### src/rtl/arm_mc_pkg.sv
// Shared types and encodings for the multicycle ARM controller.
// Latency: n/a (declarations only).
// Backpressure: n/a.
package arm_mc_pkg;

  typedef enum logic [3:0] {
    S_FETCH    = 4'd0,
    S_DECODE   = 4'd1,
    S_MEMADR   = 4'd2,
    S_MEMREAD  = 4'd3,
    S_MEMWB    = 4'd4,
    S_MEMWRITE = 4'd5,
    S_EXECUTER = 4'd6,
    S_EXECUTEI = 4'd7,
    S_ALUWB    = 4'd8,
    S_BRANCH   = 4'd9,
    S_BRLINK   = 4'd10
  } state_t;

  // ALU operations (low 3 bits of ALUControl)
  localparam logic [2:0] ALU_ADD   = 3'b000;
  localparam logic [2:0] ALU_SUB   = 3'b001;
  localparam logic [2:0] ALU_AND   = 3'b010;
  localparam logic [2:0] ALU_ORR   = 3'b011;
  localparam logic [2:0] ALU_EOR   = 3'b100;
  localparam logic [2:0] ALU_PASSB = 3'b101;

  // Condition codes
  localparam logic [3:0] COND_EQ = 4'h0, COND_NE = 4'h1, COND_CS = 4'h2, COND_CC = 4'h3;
  localparam logic [3:0] COND_MI = 4'h4, COND_PL = 4'h5, COND_VS = 4'h6, COND_VC = 4'h7;
  localparam logic [3:0] COND_HI = 4'h8, COND_LS = 4'h9, COND_GE = 4'hA, COND_LT = 4'hB;
  localparam logic [3:0] COND_GT = 4'hC, COND_LE = 4'hD, COND_AL = 4'hE, COND_NV = 4'hF;

  // Instruction classes (Op field)
  localparam logic [1:0] OP_DP  = 2'b00;
  localparam logic [1:0] OP_MEM = 2'b01;
  localparam logic [1:0] OP_BR  = 2'b10;

  // Datapath mux encodings
  localparam logic [1:0] RES_ALUOUT    = 2'd0;
  localparam logic [1:0] RES_DATA      = 2'd1;
  localparam logic [1:0] RES_ALURESULT = 2'd2;
  localparam logic [1:0] RES_PC        = 2'd3;
  localparam logic [1:0] SRCA_RD1      = 2'd0;
  localparam logic [1:0] SRCA_PC       = 2'd1;
  localparam logic [1:0] SRCB_RD2      = 2'd0;
  localparam logic [1:0] SRCB_IMM      = 2'd1;
  localparam logic [1:0] SRCB_FOUR     = 2'd2;
  localparam logic [1:0] IMM_DP        = 2'd0;
  localparam logic [1:0] IMM_MEM       = 2'd1;
  localparam logic [1:0] IMM_BR        = 2'd2;

  // Registered control word driven to the datapath
  typedef struct packed {
    logic       pcwrite;
    logic       adrsrc;
    logic       memwrite;
    logic       irwrite;
    logic       regwrite;
    logic       linkwrite;
    logic [1:0] resultsrc;
    logic [1:0] alusrca;
    logic [1:0] alusrcb;
    logic [1:0] immsrc;
    logic [1:0] regsrc;
    logic [2:0] aluop;
  } ctrl_t;

endpackage

### src/rtl/arm_cond_unit.sv
// Condition evaluation (combinational) and the NZCV flags register.
// Latency: condex same cycle; flags update on the clock edge after a write enable.
// Backpressure: none. Ports: clk, reset (sync, active-low), cond, aluflags, nz_we, cv_we -> condex, flags.
module arm_cond_unit
  import arm_mc_pkg::*;
(
  input  logic       clk,
  input  logic       reset,
  input  logic [3:0] cond,
  input  logic [3:0] aluflags,
  input  logic       nz_we,
  input  logic       cv_we,
  output logic       condex,
  output logic [3:0] flags
);

  logic n, z, c, v;
  assign {n, z, c, v} = flags;

  always_comb begin
    condex = 1'b0;
    unique case (cond)
      COND_EQ: condex = z;
      COND_NE: condex = ~z;
      COND_CS: condex = c;
      COND_CC: condex = ~c;
      COND_MI: condex = n;
      COND_PL: condex = ~n;
      COND_VS: condex = v;
      COND_VC: condex = ~v;
      COND_HI: condex = c & ~z;
      COND_LS: condex = ~c | z;
      COND_GE: condex = (n == v);
      COND_LT: condex = (n != v);
      COND_GT: condex = ~z & (n == v);
      COND_LE: condex = z | (n != v);
      COND_AL: condex = 1'b1;
      COND_NV: condex = 1'b0;
    endcase
  end

  // NZ and CV are written independently: logical ops keep the old carry/overflow.
  always_ff @(posedge clk) begin
    if (!reset) begin
      flags <= 4'b0000;
    end else begin
      if (nz_we) flags[3:2] <= aluflags[3:2];
      if (cv_we) flags[1:0] <= aluflags[1:0];
    end
  end

endmodule

### src/rtl/arm_multicycle_controller.sv
// Multicycle ARM control unit: FSM, main/ALU decode, conditional execution, NZCV flags.
// Latency: 3-5 cycles per instruction; all control outputs registered (valid in the state they belong to).
// Backpressure: none. Optional macro MC_BL_EN adds the BRLINK state for BL (else BL behaves as B).
// Ports: clk, reset (sync, active-low), Instr[19:0]=bits[31:12], ALUFlags -> datapath controls, Flags.
module arm_multicycle_controller
  import arm_mc_pkg::*;
#(
  parameter int          ALU_CTRL_W = 3,
  parameter logic [3:0]  PC_REG     = 4'hF
) (
  input  logic                  clk,
  input  logic                  reset,
  input  logic [19:0]           Instr,
  input  logic [3:0]            ALUFlags,
  output logic                  PCWrite,
  output logic                  AdrSrc,
  output logic                  MemWrite,
  output logic                  IRWrite,
  output logic                  RegWrite,
  output logic                  LinkWrite,
  output logic [1:0]            ResultSrc,
  output logic [1:0]            ALUSrcA,
  output logic [1:0]            ALUSrcB,
  output logic [1:0]            ImmSrc,
  output logic [1:0]            RegSrc,
  output logic [ALU_CTRL_W-1:0] ALUControl,
  output logic [3:0]            Flags
);

  generate
    if (ALU_CTRL_W < 3) begin : g_bad_width
      $error("ALU_CTRL_W must be >= 3");
    end
  endgenerate

  // Field split of instruction bits [31:12]. Rd (bits 15:12) sits in the low
  // nibble here; bits 19:16 (Rn) are not needed by the controller.
  logic [3:0] cond;
  logic [1:0] op;
  logic [5:0] funct;
  logic [3:0] rd;
  logic       unused_rn;
  assign cond      = Instr[19:16];
  assign op        = Instr[15:14];
  assign funct     = Instr[13:8];
  assign rd        = Instr[3:0];
  assign unused_rn = ^Instr[7:4];

  state_t state_q, state_d, st_eff;
  logic   cond_q, cond_d, cond_eff;
  ctrl_t  ctrl_q, ctrl_d;
  logic   condex;
  logic   is_bl;

  // ALU decode
  logic [2:0] alu_op;
  logic       nowrite, dp_valid, cv_upd;

  always_comb begin
    alu_op   = ALU_ADD;
    nowrite  = 1'b0;
    dp_valid = 1'b1;
    cv_upd   = 1'b0;
    unique case (funct[4:1])
      4'b0000: alu_op = ALU_AND;
      4'b0001: alu_op = ALU_EOR;
      4'b0010: begin alu_op = ALU_SUB; cv_upd = 1'b1; end
      4'b0100: begin alu_op = ALU_ADD; cv_upd = 1'b1; end
      4'b1100: alu_op = ALU_ORR;
      4'b1101: alu_op = ALU_PASSB;
      4'b1000: begin alu_op = ALU_AND; nowrite = 1'b1; end
      4'b1010: begin alu_op = ALU_SUB; nowrite = 1'b1; cv_upd = 1'b1; end
      default: begin alu_op = ALU_ADD; nowrite = 1'b1; dp_valid = 1'b0; end
    endcase
    // cmd bits of a load/store are U/B/W flags, not an opcode
    if (op != OP_DP) nowrite = 1'b0;
  end

`ifdef MC_BL_EN
  assign is_bl = funct[4];
`else
  assign is_bl = 1'b0;
`endif

  // Next-state logic
  always_comb begin
    state_d = S_FETCH;
    unique case (state_q)
      S_FETCH:  state_d = S_DECODE;
      S_DECODE: begin
        unique case (op)
          OP_MEM:  state_d = S_MEMADR;
          OP_DP:   state_d = funct[5] ? S_EXECUTEI : S_EXECUTER;
          OP_BR:   state_d = is_bl ? S_BRLINK : S_BRANCH;
          default: state_d = S_FETCH;
        endcase
      end
      S_MEMADR:   state_d = funct[0] ? S_MEMREAD : S_MEMWRITE;
      S_MEMREAD:  state_d = S_MEMWB;
      S_EXECUTER,
      S_EXECUTEI: state_d = S_ALUWB;
      S_BRLINK:   state_d = S_BRANCH;
      default:    state_d = S_FETCH;
    endcase
  end

  assign cond_d   = (state_q == S_DECODE) ? condex : cond_q;
  // Reset forces the FETCH decode into the output register as well.
  assign st_eff   = reset ? state_d : S_FETCH;
  assign cond_eff = reset & cond_d;

  // Output decode for the state being entered, so outputs are registered yet
  // line up with the state they belong to.
  always_comb begin
    ctrl_d       = '0;
    ctrl_d.aluop = ALU_ADD;
    unique case (st_eff)
      S_FETCH: begin
        ctrl_d.irwrite   = 1'b1;
        ctrl_d.pcwrite   = 1'b1;
        ctrl_d.alusrca   = SRCA_PC;
        ctrl_d.alusrcb   = SRCB_FOUR;
        ctrl_d.resultsrc = RES_ALURESULT;
      end
      S_DECODE: begin
        ctrl_d.alusrca = SRCA_PC;
        ctrl_d.alusrcb = SRCB_FOUR;
      end
      S_MEMADR: begin
        ctrl_d.alusrca   = SRCA_RD1;
        ctrl_d.alusrcb   = SRCB_IMM;
        ctrl_d.immsrc    = IMM_MEM;
        ctrl_d.regsrc[1] = ~funct[0];
      end
      S_MEMREAD:  ctrl_d.adrsrc = 1'b1;
      S_MEMWB: begin
        ctrl_d.resultsrc = RES_DATA;
        ctrl_d.regwrite  = cond_eff;
        ctrl_d.pcwrite   = cond_eff & (rd == PC_REG) & ~nowrite;
      end
      S_MEMWRITE: begin
        ctrl_d.adrsrc    = 1'b1;
        ctrl_d.memwrite  = cond_eff;
        ctrl_d.regsrc[1] = 1'b1;
      end
      S_EXECUTER: begin
        ctrl_d.alusrcb = SRCB_RD2;
        ctrl_d.aluop   = alu_op;
      end
      S_EXECUTEI: begin
        ctrl_d.alusrcb = SRCB_IMM;
        ctrl_d.immsrc  = IMM_DP;
        ctrl_d.aluop   = alu_op;
      end
      S_ALUWB: begin
        ctrl_d.resultsrc = RES_ALUOUT;
        ctrl_d.regwrite  = cond_eff & ~nowrite;
        ctrl_d.pcwrite   = cond_eff & (rd == PC_REG) & ~nowrite;
      end
      S_BRANCH: begin
        ctrl_d.alusrca   = SRCA_RD1;
        ctrl_d.alusrcb   = SRCB_IMM;
        ctrl_d.resultsrc = RES_ALURESULT;
        ctrl_d.regsrc[0] = 1'b1;
        ctrl_d.immsrc    = IMM_BR;
        ctrl_d.pcwrite   = cond_eff;
      end
      S_BRLINK: begin
        ctrl_d.resultsrc = RES_PC;
        ctrl_d.regwrite  = cond_eff;
        ctrl_d.linkwrite = 1'b1;
      end
      default: ;
    endcase
  end

  always_ff @(posedge clk) begin
    if (!reset) begin
      state_q <= S_FETCH;
      cond_q  <= 1'b0;
    end else begin
      state_q <= state_d;
      cond_q  <= cond_d;
    end
    ctrl_q <= ctrl_d;
  end

  // Flag writes happen at the end of EXECUTE, gated by the latched condition,
  // so they can never influence the same instruction's writeback.
  logic in_exec, nz_we, cv_we;
  assign in_exec = (state_q == S_EXECUTER) || (state_q == S_EXECUTEI);
  assign nz_we   = in_exec & funct[0] & cond_q & dp_valid;
  assign cv_we   = nz_we & cv_upd;

  arm_cond_unit u_cond (
    .clk      (clk),
    .reset    (reset),
    .cond     (cond),
    .aluflags (ALUFlags),
    .nz_we    (nz_we),
    .cv_we    (cv_we),
    .condex   (condex),
    .flags    (Flags)
  );

  assign PCWrite   = ctrl_q.pcwrite;
  assign AdrSrc    = ctrl_q.adrsrc;
  assign MemWrite  = ctrl_q.memwrite;
  assign IRWrite   = ctrl_q.irwrite;
  assign RegWrite  = ctrl_q.regwrite;
`ifdef MC_BL_EN
  assign LinkWrite = ctrl_q.linkwrite;
`else
  assign LinkWrite = 1'b0;
`endif
  assign ResultSrc = ctrl_q.resultsrc;
  assign ALUSrcA   = ctrl_q.alusrca;
  assign ALUSrcB   = ctrl_q.alusrcb;
  assign ImmSrc    = ctrl_q.immsrc;
  assign RegSrc    = ctrl_q.regsrc;

  always_comb begin
    ALUControl      = '0;
    ALUControl[2:0] = ctrl_q.aluop;
  end

endmodule

### config.mk
export PLATFORM = sky130hd
export DESIGN_NAME = arm_multicycle_controller
export DESIGN_NICKNAME = d
export VERILOG_FILES = /design/src/rtl/arm_mc_pkg.sv /design/src/rtl/arm_cond_unit.sv /design/src/rtl/arm_multicycle_controller.sv
export SDC_FILE = /design/constraint.sdc
export NUM_CORES = 1
export LEC_CHECK = 0
export CAP_MARGIN = 5
export CORE_MARGIN = 2
export CORE_UTILIZATION = 35
export CTS_BUF_LIST = sky130_fd_sc_hd__clkbuf_8
export CTS_CLUSTER_SIZE = 16
export DETAILED_ROUTE_END_ITERATION = 8
export PLACE_DENSITY_LB_ADDON = 0.05
export SYNTH_ARGS = -nofsm -noshare
export SYNTH_HDL_FRONTEND = slang
export SYNTH_SLANG_ARGS = --single-unit
### constraint.sdc
create_clock -name clk -period 1.75 [get_ports clk]
set_input_delay 0.2625 -clock clk [delete_from_list [all_inputs] [get_ports clk]]
set_output_delay 0.2625 -clock clk [all_outputs]
set_load 0.05 [all_outputs]
== Word level (Yosys, flattened, before mapping) ==
Cells that the tools add are included.
Operators by class
  eq/ne operators: 43
  mux-type cells: 22
  bitwise gates (word level): 18
  reduce and logical (&&, ||, !) cells: 20
Operators with widths (number)
  4-bit equality test (second input constant): 17
  4-bit by 3-bit equality test with 1-bit output (second input constant): 11
  4-bit by 2-bit equality test with 1-bit output (second input constant): 7
  4-bit one-hot mux with 6 select lines: 1
  2-bit OR reduction: 9
  4-bit by 1-bit equality test with 1-bit output (second input constant): 4
  4-bit logical NOT: 4
  1-bit one-hot mux with 16 select lines: 1
  3-bit one-hot mux with 5 select lines: 1
  4-bit one-hot mux with 3 select lines: 1
  1-bit bitwise AND: 10
  1-bit 2-to-1 mux: 10
  2-bit one-hot mux with 2 select lines: 2
  8-bit OR reduction: 1
  1-bit inverter: 6
  2-bit one-hot mux with 3 select lines: 1
  3-bit OR reduction: 2
  6-bit OR reduction: 1
  4-bit 2-to-1 mux: 1
  1-bit one-hot mux with 2 select lines: 2
  3-bit 2-to-1 mux: 1
  1-bit one-hot mux with 3 select lines: 1
  2-bit by 1-bit equality test with 1-bit output (second input constant): 1
  2-bit equality test (second input constant): 1
  6 further kinds: 7
Storage, ports and cells
  register bits after elaboration: 27
  input bits: 26
  output and inout bits: 23

== Longest topological paths before layout ==
Gate-level depths: netlist (run 1).
  word-level depth: 8
  gate-level depth with buffers: 7
  gate-level depth less buffers: 6

== Hierarchy ==
From an unflattened synthesis (run 1), not the netlist that was laid out.
Second synthesis, totals
  cells, all modules: 126
  area, all modules: 1199.9 um^2
By module, submodules not included
  arm_multicycle_controller: times used 1, cells an instance 104, area each 965.9 um^2, sequential area each 420.4 um^2
  arm_cond_unit: times used 1, cells an instance 22, area each 234.0 um^2, sequential area each 80.1 um^2

== Worst setup path after synthesis (run 1) ==
Ideal clock, no wire load.
  path type: flip-flop to flip-flop
  start: register state_q[1]
  end: register ctrl_q (netlist bit ALUSrcB[0])
  setup time: 103 ps
  arrival: 1709 ps
  required time: 1647 ps
  path slack: -62 ps
  stages on the path, launching flop included: 8
  buffers on the path: 1
  clock period less this slack: 1812 ps
  cell sequence: dfxtp_1 > buf_6 > nor4b_4 > a32oi_2 > nor3_4 > nand2b_2 > nor3b_1 > a2111oi_2
RTL lines
  start, declared: line arm_multicycle_controller.sv:49  | state_t state_q, state_d, st_eff;
  start signal, assigned: line arm_multicycle_controller.sv:182  | state_q <= state_d;
  end signal, assigned: line arm_multicycle_controller.sv:185  | ctrl_q <= ctrl_d;
  end, declared: line arm_multicycle_controller.sv:51  | ctrl_t ctrl_q, ctrl_d;

==> reports/summary.txt, run 1 <==
P_leak - 0.000889 uW
Cells after Synth - 129
post-synthesis register bit count - 25
cell internal pwr - 1020 uW
Layout Skew - 0.00207 ns
Finished Layout Cells - 253
DR iter-0 viols - 43
Power, Total - 1540 uW
die height - 62.9 um
Critical-path top delay cell - or3_1
setup slack at placement - -0.372 ns
Clk pin slew, worst setup/hold paths - 0.09 ns
Routed WL per cell - 12.1 um
hold path startpoint - Instr[8]
Mean Syn Cell Area - 9.43 um2
Worst EP required - 1.93 ns
unrepaired setup endpoints after global routing - yes
met3 Use GR - 0.0378
Crit path arrival time - 1.88 ns
VDD IR-drop max - 491 uV
CP top delay family - compound AO/OA/AOI/OAI gates
H-tree Lvls - 1
first-pass GRT wire length - 4.96 mm
register share of total power - 0.417
Setup Viol. Count Final - 0
status - completed
WHS - 0.391 ns
Detailed Routing Iterations Pass 1 - 4
combinational group share of total power - 0.350
fillers - 310
critical path type - reg2reg
DRC violations left - 0
global route overflow - 0
CP Capture Type - register
Hold Path Depth - 2
core footprint - 0.00334 mm2
most frequent cells after synthesis - 25 x dfxtp_1, 12 x nor2_1, 7 x mux2i_1, 7 x nand2_1, 6 x inv_1
WHS Endpoint - RegSrc[1]
Post-Place Cells - 242
worst r2r src - state_q[1]
# IOs - 49
grt met1 use - 0.181
HPWL Detailed - 2.29 mm
count leader, synth - dfxtp_1
Final period util - 0.973
Clock power frac - 0.233
worst slew pin tran - 0.499 ns
Reg2Reg Depth - 5
maximum capacitance violations - 0
final hold viol count - 0
Main synth FF type - dfxtp_1
initial antenna violation count - 0
slowest stage delay, CP - 0.39 ns
post-synth cell types - 46
worst reg-to-reg setup slack - 0.05 ns
GRT busiest layer - met2
vias per cell - 4.77
max frequency - 587 MHz
Area Overhead vs Synth - 68.5%
Yosys top cell by area - dfxtp_1
starting density of the core - 0.364
register area share after synthesis - 0.412
worst-path cell chain - buf_4 > a32oi_2 > nor3_4 > or3_1 > a2111oi_2
Sw Ratio - 0.337
startpoint types - register
top cell type's share of synthesized area - 0.412
Crit Path Max Fanout - 7
CTS tree - done
Final Core Density - 0.614
met2 usage - 0.278
vias in the first global route - 1,142
Cell Rows - 21
share of cells above drive strength 1 - 0.386
Worst-Skew Late Latency - 0.28 ns
Async SR Flop Fraction - 0
Net count, final - 234
clk root buf - clkbuf_8
final RePlAce weighted congestion - 0.854
Routed Antenna Nets - 0
pin count of the biggest net entering global routing - 16
slew margin rel. - 0.666
CP Buf/Inv Count - 1
yosys warns - 0
TritonCTS buffer count - 3
min Tclk post-route - 1.70 ns
Sink Count - 25
P_sw - 519 uW
n_diodes - 0
synth top area cells - dfxtp_1 41%, mux2i_1 5.8%, nor2_1 3.7%
maximum clock path buffer count - 2
Final Max Slew Viols - 0
Die ar. - 0.00396 mm2
port bufs - 42
GRT Total Usage - 0.158
Post-synth EDFFs - 0
reg-to-reg endpoint - ALUSrcB[0]
CP Depth - 5
routed vias - 1,206
PwrDens - 753 mW/mm2
setup slack after layout - 0.0471 ns
Syn Std Cell Area - 0.00122 mm2
Die Wd - 62.9 um
WL final - 3.05 mm
HP Class - in2reg
-- registers in the layout (all words and copies together), names as in the netlist --
register,count
state_q,4
u_cond.flags,4
ALUControl,3
ALUSrcB,2
RegSrc,2
ResultSrc,2
ALUSrcA,1
AdrSrc,1
IRWrite,1
ImmSrc,1
MemWrite,1
PCWrite,1
RegWrite,1
cond_q,1
-- worst max path at each step --
| stage | slack (ns) | to | startpoint |
|---|---|---|---|
| after floorplan | 0.02 | ALUSrcB[0] | state_q[3] |
| after global placement | -0.32 | PCWrite | Instr[15] |
| after detailed placement | -0.37 | ALUSrcB[0] | Instr[15] |
| after CTS | 0.003 | PCWrite | Instr[17] |
| after global routing | -0.03 | ALUSrcB[0] | state_q[1] |
| final | 0.05 | ALUSrcB[0] | state_q[1] |
-- stage by stage --
stage	cell area (um2)	TNS, ns
after floorplan	1230	0
after global placement	1860	-3.85
after detailed placement	1860	-4.52
after CTS	1940	0
after global routing	2050	-0.0902
final	2050	0
-- cells by family after synthesis --
group	after synthesis	synth area share
flops	25	0.412
simple gates	55	0.291
xor+xnor	3	0.0216
mux	7	0.0576
buf+inv	11	0.0494
compound gates	27	0.166
other cells	1	0.00308
-- placed cells by master, fill, tap and decap left out, types with 4 or more instances in the layout --
cell | synthesis | layout
a21oi_1 | 5 | 4
buf_4 | 3 | 44
clkdlybuf4s50_1 | 0 | 26
dfxtp_1 | 25 | 20
dfxtp_2 | 0 | 4
inv_1 | 6 | 6
mux2i_1 | 7 | 7
nand2_1 | 7 | 6
nor2_1 | 12 | 11
-- layer usage --
layer  part of all wire  wire length [um]
met2               0.51              1540
met4              0.018                55
met1               0.42              1290
met3              0.053               162
met5                  0                 0
-- area by class of cell --
class                           count  area [um2]  area share
Sequential cell                    25         509       0.248
Inverter                            7        26.3      0.0128
Clock buffer                        3        41.3      0.0201
Multi-Input combinational cell     94         743       0.363
Clock inverter                      1        7.51     0.00366
Tap cell                           46        57.6      0.0281
Timing Repair Buffer               77         664       0.324
-- power groups by stage --
| stage | combinational, uW | sequential [uW] | clock [uW] |
|---|---|---|---|
| after floorplan | 169 | 766 | 0 |
| after global placement | 494 | 651 | 0 |
| after detailed placement | 497 | 653 | 0 |
| after CTS | 513 | 642 | 373 |
| after global routing | 577 | 648 | 391 |
| final | 540 | 643 | 360 |
-- repair_timing --
item	4_1_cts	5_1_grt
gates resized for setup	16	14
setup buffers	0	7
setup endpoints to repair	9	9
hold buffers	0	0
pin swaps	3	9
cloned	0	0
No activity file was read; power rests on OpenSTA's default activity.
==> run 2, diff against run 1 <==
- CTS_CLUSTER_SIZE: 16 -> 25
==> results of run 2 <==
No change in the layout: final DEF, timing and power equal those of run 1.
